[src/rtl/cond_logic.sv]
// cond_logic: conditional-execution unit for the single-cycle ARMv4 datapath.
// Holds the architectural NZCV flags and evaluates Cond against them. It
// qualifies the decoder's PC, register and memory write strobes with the
// condition result. Optional saturating counters track taken PC writes and
// instructions squashed by a false condition.
//
// Optional feature macro: COND_PERF_CNT_EN
//   defined   -> BranchCount / SkipCount registers are built
//   undefined -> both counter outputs are tied to 0
//
// Ports:
//   clk, reset          clock and synchronous active-high reset
//   en                  instruction valid / advance (0 = stall)
//   Cond                instruction condition field [31:28]
//   ALUFlags            {N,Z,C,V} from the ALU this cycle
//   FlagW               [1] loads N,Z ; [0] loads C,V
//   PCS, RegW, MemW     raw decoder write requests
//   NoWrite             compare/test register-write suppression
//   PCSrc, RegWrite,
//   MemWrite            condition-qualified enables (combinational)
//   CondEx              condition passed (combinational from stored flags)
//   Flags               registered {N,Z,C,V}
//   BranchCount         taken PC writes (saturating)
//   SkipCount           condition-failed instructions (saturating)
module cond_logic #(
  parameter int unsigned CNT_W = 16
) (
  input  logic             clk,
  input  logic             reset,
  input  logic             en,
  input  logic [3:0]       Cond,
  input  logic [3:0]       ALUFlags,
  input  logic [1:0]       FlagW,
  input  logic             PCS,
  input  logic             RegW,
  input  logic             MemW,
  input  logic             NoWrite,
  output logic             PCSrc,
  output logic             RegWrite,
  output logic             MemWrite,
  output logic             CondEx,
  output logic [3:0]       Flags,
  output logic [CNT_W-1:0] BranchCount,
  output logic [CNT_W-1:0] SkipCount
);

  logic [3:0] flags_q;
  logic       n_f, z_f, c_f, v_f;

  assign Flags = flags_q;
  assign {n_f, z_f, c_f, v_f} = flags_q;

  // Condition decode against the stored flags only; ALUFlags is never bypassed.
  always_comb begin
    CondEx = 1'b0;
    unique case (Cond)
      4'b0000: CondEx = z_f;
      4'b0001: CondEx = ~z_f;
      4'b0010: CondEx = c_f;
      4'b0011: CondEx = ~c_f;
      4'b0100: CondEx = n_f;
      4'b0101: CondEx = ~n_f;
      4'b0110: CondEx = v_f;
      4'b0111: CondEx = ~v_f;
      4'b1000: CondEx = c_f & ~z_f;
      4'b1001: CondEx = ~c_f | z_f;
      4'b1010: CondEx = (n_f == v_f);
      4'b1011: CondEx = (n_f != v_f);
      4'b1100: CondEx = ~z_f & (n_f == v_f);
      4'b1101: CondEx = z_f | (n_f != v_f);
      4'b1110: CondEx = 1'b1;
      4'b1111: CondEx = 1'b0;
      default: CondEx = 1'b0;
    endcase
  end

  // Qualified enables; a stall forces all of them low.
  assign PCSrc    = en & CondEx & PCS;
  assign RegWrite = en & CondEx & RegW & ~NoWrite;
  assign MemWrite = en & CondEx & MemW;

  // Flag register: N,Z and C,V halves load independently.
  always_ff @(posedge clk) begin
    if (reset) begin
      flags_q <= 4'b0000;
    end else if (en && CondEx) begin
      if (FlagW[1]) flags_q[3:2] <= ALUFlags[3:2];
      if (FlagW[0]) flags_q[1:0] <= ALUFlags[1:0];
    end
  end

`ifdef COND_PERF_CNT_EN
  localparam logic [CNT_W-1:0] CNT_MAX = {CNT_W{1'b1}};

  logic [CNT_W-1:0] branch_cnt_q;
  logic [CNT_W-1:0] skip_cnt_q;

  // Saturating event counters; they hold at all-ones rather than wrapping.
  always_ff @(posedge clk) begin
    if (reset) begin
      branch_cnt_q <= '0;
      skip_cnt_q   <= '0;
    end else if (en) begin
      if (PCSrc && (branch_cnt_q != CNT_MAX))
        branch_cnt_q <= branch_cnt_q + CNT_W'(1);
      if (!CondEx && (skip_cnt_q != CNT_MAX))
        skip_cnt_q <= skip_cnt_q + CNT_W'(1);
    end
  end

  assign BranchCount = branch_cnt_q;
  assign SkipCount   = skip_cnt_q;
`else
  assign BranchCount = '0;
  assign SkipCount   = '0;
`endif

endmodule
[config.mk]
export PLATFORM = sky130hd
export DESIGN_NAME = cond_logic
export DESIGN_NICKNAME = d
export VERILOG_FILES = /design/src/rtl/cond_logic.sv
export SDC_FILE = /design/constraint.sdc
export NUM_CORES = 1
export LEC_CHECK = 0
export ABC_AREA = 1
export ABC_CLOCK_PERIOD_IN_PS = 3100
export BUFFER_PORTS_ARGS = -buffer_cell sky130_fd_sc_hd__buf_2
export CAP_MARGIN = 10
export CORE_AREA = 2 2 49 51
export DETAILED_ROUTE_END_ITERATION = 12
export DIE_AREA = 0 0 51 53
export PLACE_DENSITY = 0.8
export SLEW_MARGIN = 20
export SYNTH_ARGS = -nofsm -noshare
export SYNTH_HDL_FRONTEND = slang
export SYNTH_SLANG_ARGS = --single-unit
[constraint.sdc]
create_clock -name clk -period 3.1 [get_ports clk]
set_clock_uncertainty 0.2 [all_clocks]
set_input_delay 0.31 -clock clk [delete_from_list [all_inputs] [get_ports clk]]
set_output_delay 0.31 -clock clk [all_outputs]
set_load 0.03 [all_outputs]
==> impl_metrics.toml <==
[yosys]
syn_area_per_cell_um2 = 5.973
yosys.area_share.xor_xnor_pct = 0
synth-seq-cells = 4
ys_seq_area_share_pct = 11.66
synthMuxAreaShare_pct = 0
synth-simple-area-share_pct = 37.34
synth_top_family_by_area = "buffers and inverters"
ys_types = 17
synth_area_um2 = 686.9
ys_warn_count = 0
synth_compound_area_share_pct = 5.100
synthesis.instances = 115
synth_fa_ha_area_share_pct = 0

[pwr]
p_sw_share_pct = 51.11
finalPower_uw = 269.7
p_int_uw = 131.8
pwr-share-comb_pct = 54.4
leakage_nw = 0.4763
max-vdd-ir-drop_mv = 0.1219
p_sw_uw = 137.9
p_per_area_nw_per_um2 = 364.1
power_frac_seq_pct = 22.3
power.clock.fraction_pct = 23.4

[setup_path]
worstSetupEndpointType = "primary output"
max_stage_delay_ns = 0.41
crit_fanout = 8
cp-startpoint = "Flags[0]$_SDFFE_PP0P_"
cpMostUsedCell = "nand2_1"
setup.worst_path.class = "register to primary output"
cp_slowest_cell = "dfxtp_1"
crit_path_cell_trace = "inv_1 -> nand2_1 -> nand2_1 -> o21ai_1 -> nand2_1 -> nand3_2 -> nand2_2 -> nand3_4 -> nand2_1 -> nor3b_2 -> buf_2"
cp.required_ns = 2.59
crit_family = "simple AND/OR/NAND/NOR gates"
path_buf_inv = 2
worstPathArrival_ns = 1.79
start_kind = "register"
r2r-start = "Flags[0]$_SDFFE_PP0P_"

[route]
wl_met1_um = 566
via_count = 659
drt.antenna.violating_nets = 0
met2_wirelength_um = 598
wl_per_cell_um = 7.834
route.met3.wl_um = 113
drc = 0
first_pass_iters = 4
wl_um = 1324
drtIter0Drc = 19
top_layer_used = "met4"
vias_per_cell = 3.899

[die]
ios = 57
dieArea_um2 = 2703
die_h_um = 53
fp-row-count = 17
placeableCoreArea_um2 = 2148
die-width_um = 51
start_util_pct = 31.97

[final_layout]
stdcell_area_um2 = 740.7
layout-drive-gt1-share_pct = 23.40
antenna_cells = 0
area_growth_pct = 7.832
largest_reg_flops = 4
nets = 160
finish.utilization_pct = 34.48

[timing]
setup_violations = 0
slew_viol_final = 0
period_needed_ns = 2.298
rsz0062_at_grt = "false"
timing.hold.ws_ns = 0.1567
period_share_pct = 74.14
hold_violations = 0
fin_setup_tns_ns = 0
fmax_mhz = 435.1

[worst_hold_path]
hp-class = "primary input to register"
min_from = "reset"

[global_routing]
overflow = 0
grt_use_total_pct = 9.814
grt_pass1_vias = 462
antenna_found_initial = 0
grt_max_degree = 9
grt_pass1_wl_um = 1959

[clock_tree]
cts.clk_slew.worst_paths_ns = 0.04
clk_path_buf_depth = 2
cts_hold_buf = 0
clockRootBuffer = "clkbuf_4"
cts_sinks = 4
htreeDepth = 1
post-cts-setup-buffers = 0
cts_resized = 0
clk_latency_ns = 0.23
cts_tree = "built"
cts_buffers = 3

[placement]
dpl_cell_area_um2 = 718.2
gp_congestion = 0.7357
port_buffers = 24
place_hpwl_um = 1149

[outcome]
status = "complete, no violations"

[flow_run]
drv_cap = 0
[kinds of logic after synthesis]
kind of cell           Yosys count
AOI/OAI and AO/OA                6
buffers and inverters           51
DFF                              4
other                            1
and+or+nand+nor                 53
[Yosys cell counts, drive strengths merged]
master,n,area share [%]
buf,32,35
nand2,26,15
inv,19,10
nand3,11,11
nor2,11,6.7
dfxtp,4,12
nand4,4,3.6
o21ai,3,2.2
o211ai,2,2.2
a21oi,1,0.73
conb,1,0.55
nor3b,1,1.8
[cell type report]
class | instances | area [µm²]
fillers | 266 | 1408
multi-input cells | 91 | 411.6
repair buffers | 24 | 120.1
flip-flops and latches | 4 | 80.08
inverters | 19 | 71.32
well taps | 28 | 35.03
clock buffers | 3 | 22.52
[per-layer routing]
| metal | track usage (%) | vias to the layer above |
|---|---|---|
| li1 | - | 343 |
| met1 | 12.52 | 274 |
| met2 | 14.72 | 38 |
| met3 | 0.2825 | 4 |
| met4 | 9.459 | 0 |
| met5 | 0 | - |
[worst register-to-register path, stage by stage, from the launching register on]
cell and delay (ns):
dfxtp_1 0.41, inv_1 0.10, nand2_1 0.08, nand2_1 0.07, nand3_1 0.07, nand2_1 0.05
nand2_1 0.07, nand3_2 0.08, nand2_2 0.08, nand3_4 0.10, nand3_1 0.12, nand2_1 0.06
inv_1 0.05, nor2_1 0.03
[path summary, 6_finish.rpt]
| check | endpoint | slack (ns) | cells after the start |
|---|---|---|---|
| setup reg to reg | Flags[0]$_SDFFE_PP0P_ | 1.43 | 13 |
| hold / removal | Flags[1]$_SDFFE_PP0P_ | 0.16 | 4 |
| setup / recovery | RegWrite | 0.80 | 11 |
| hold reg to reg | Flags[1]$_SDFFE_PP0P_ | 0.40 | 4 |
[placed cells by master (no fill, tap or decap)]
cell / Yosys / routed
conb_1: 1 / 32
nand2_1: 25 / 25
buf_2: 0 / 24
inv_1: 19 / 19
nand3_1: 9 / 9
nor2_1: 9 / 9
dfxtp_1: 4 / 4
nand4_1: 4 / 4
clkbuf_4: 0 / 3
nor2_2: 2 / 2
o21ai_0: 2 / 2
o211ai_1: 2 / 2
o21ai_1: 1 / 1
nand3_2: 1 / 1
nand2_2: 1 / 1
a21oi_1: 1 / 1
nand3_4: 1 / 1
nor3b_2: 1 / 1
[power groups by stage]
| stage | logic (mW) | registers, mW | clock network (mW) |
|---|---|---|---|
| after CTS | 0.146 | 0.0599 | 0.0668 |
| after floorplan | 0.139 | 0.0682 | 0 |
| after global routing | 0.160 | 0.0606 | 0.0680 |
| after global placement | 0.144 | 0.0607 | 0 |
| final | 0.147 | 0.0600 | 0.0630 |
| after detailed placement | 0.146 | 0.0607 | 0 |
[metrics by stage]
stage               setup WS [ns]  std cells
detailed placement         0.9824        166
global route               0.6151        169
finish                     0.8016        169
floorplan                  0.7767        146
global placement            1.032        166
CTS                        0.7804        169
Power figures use the tool's default switching activity.
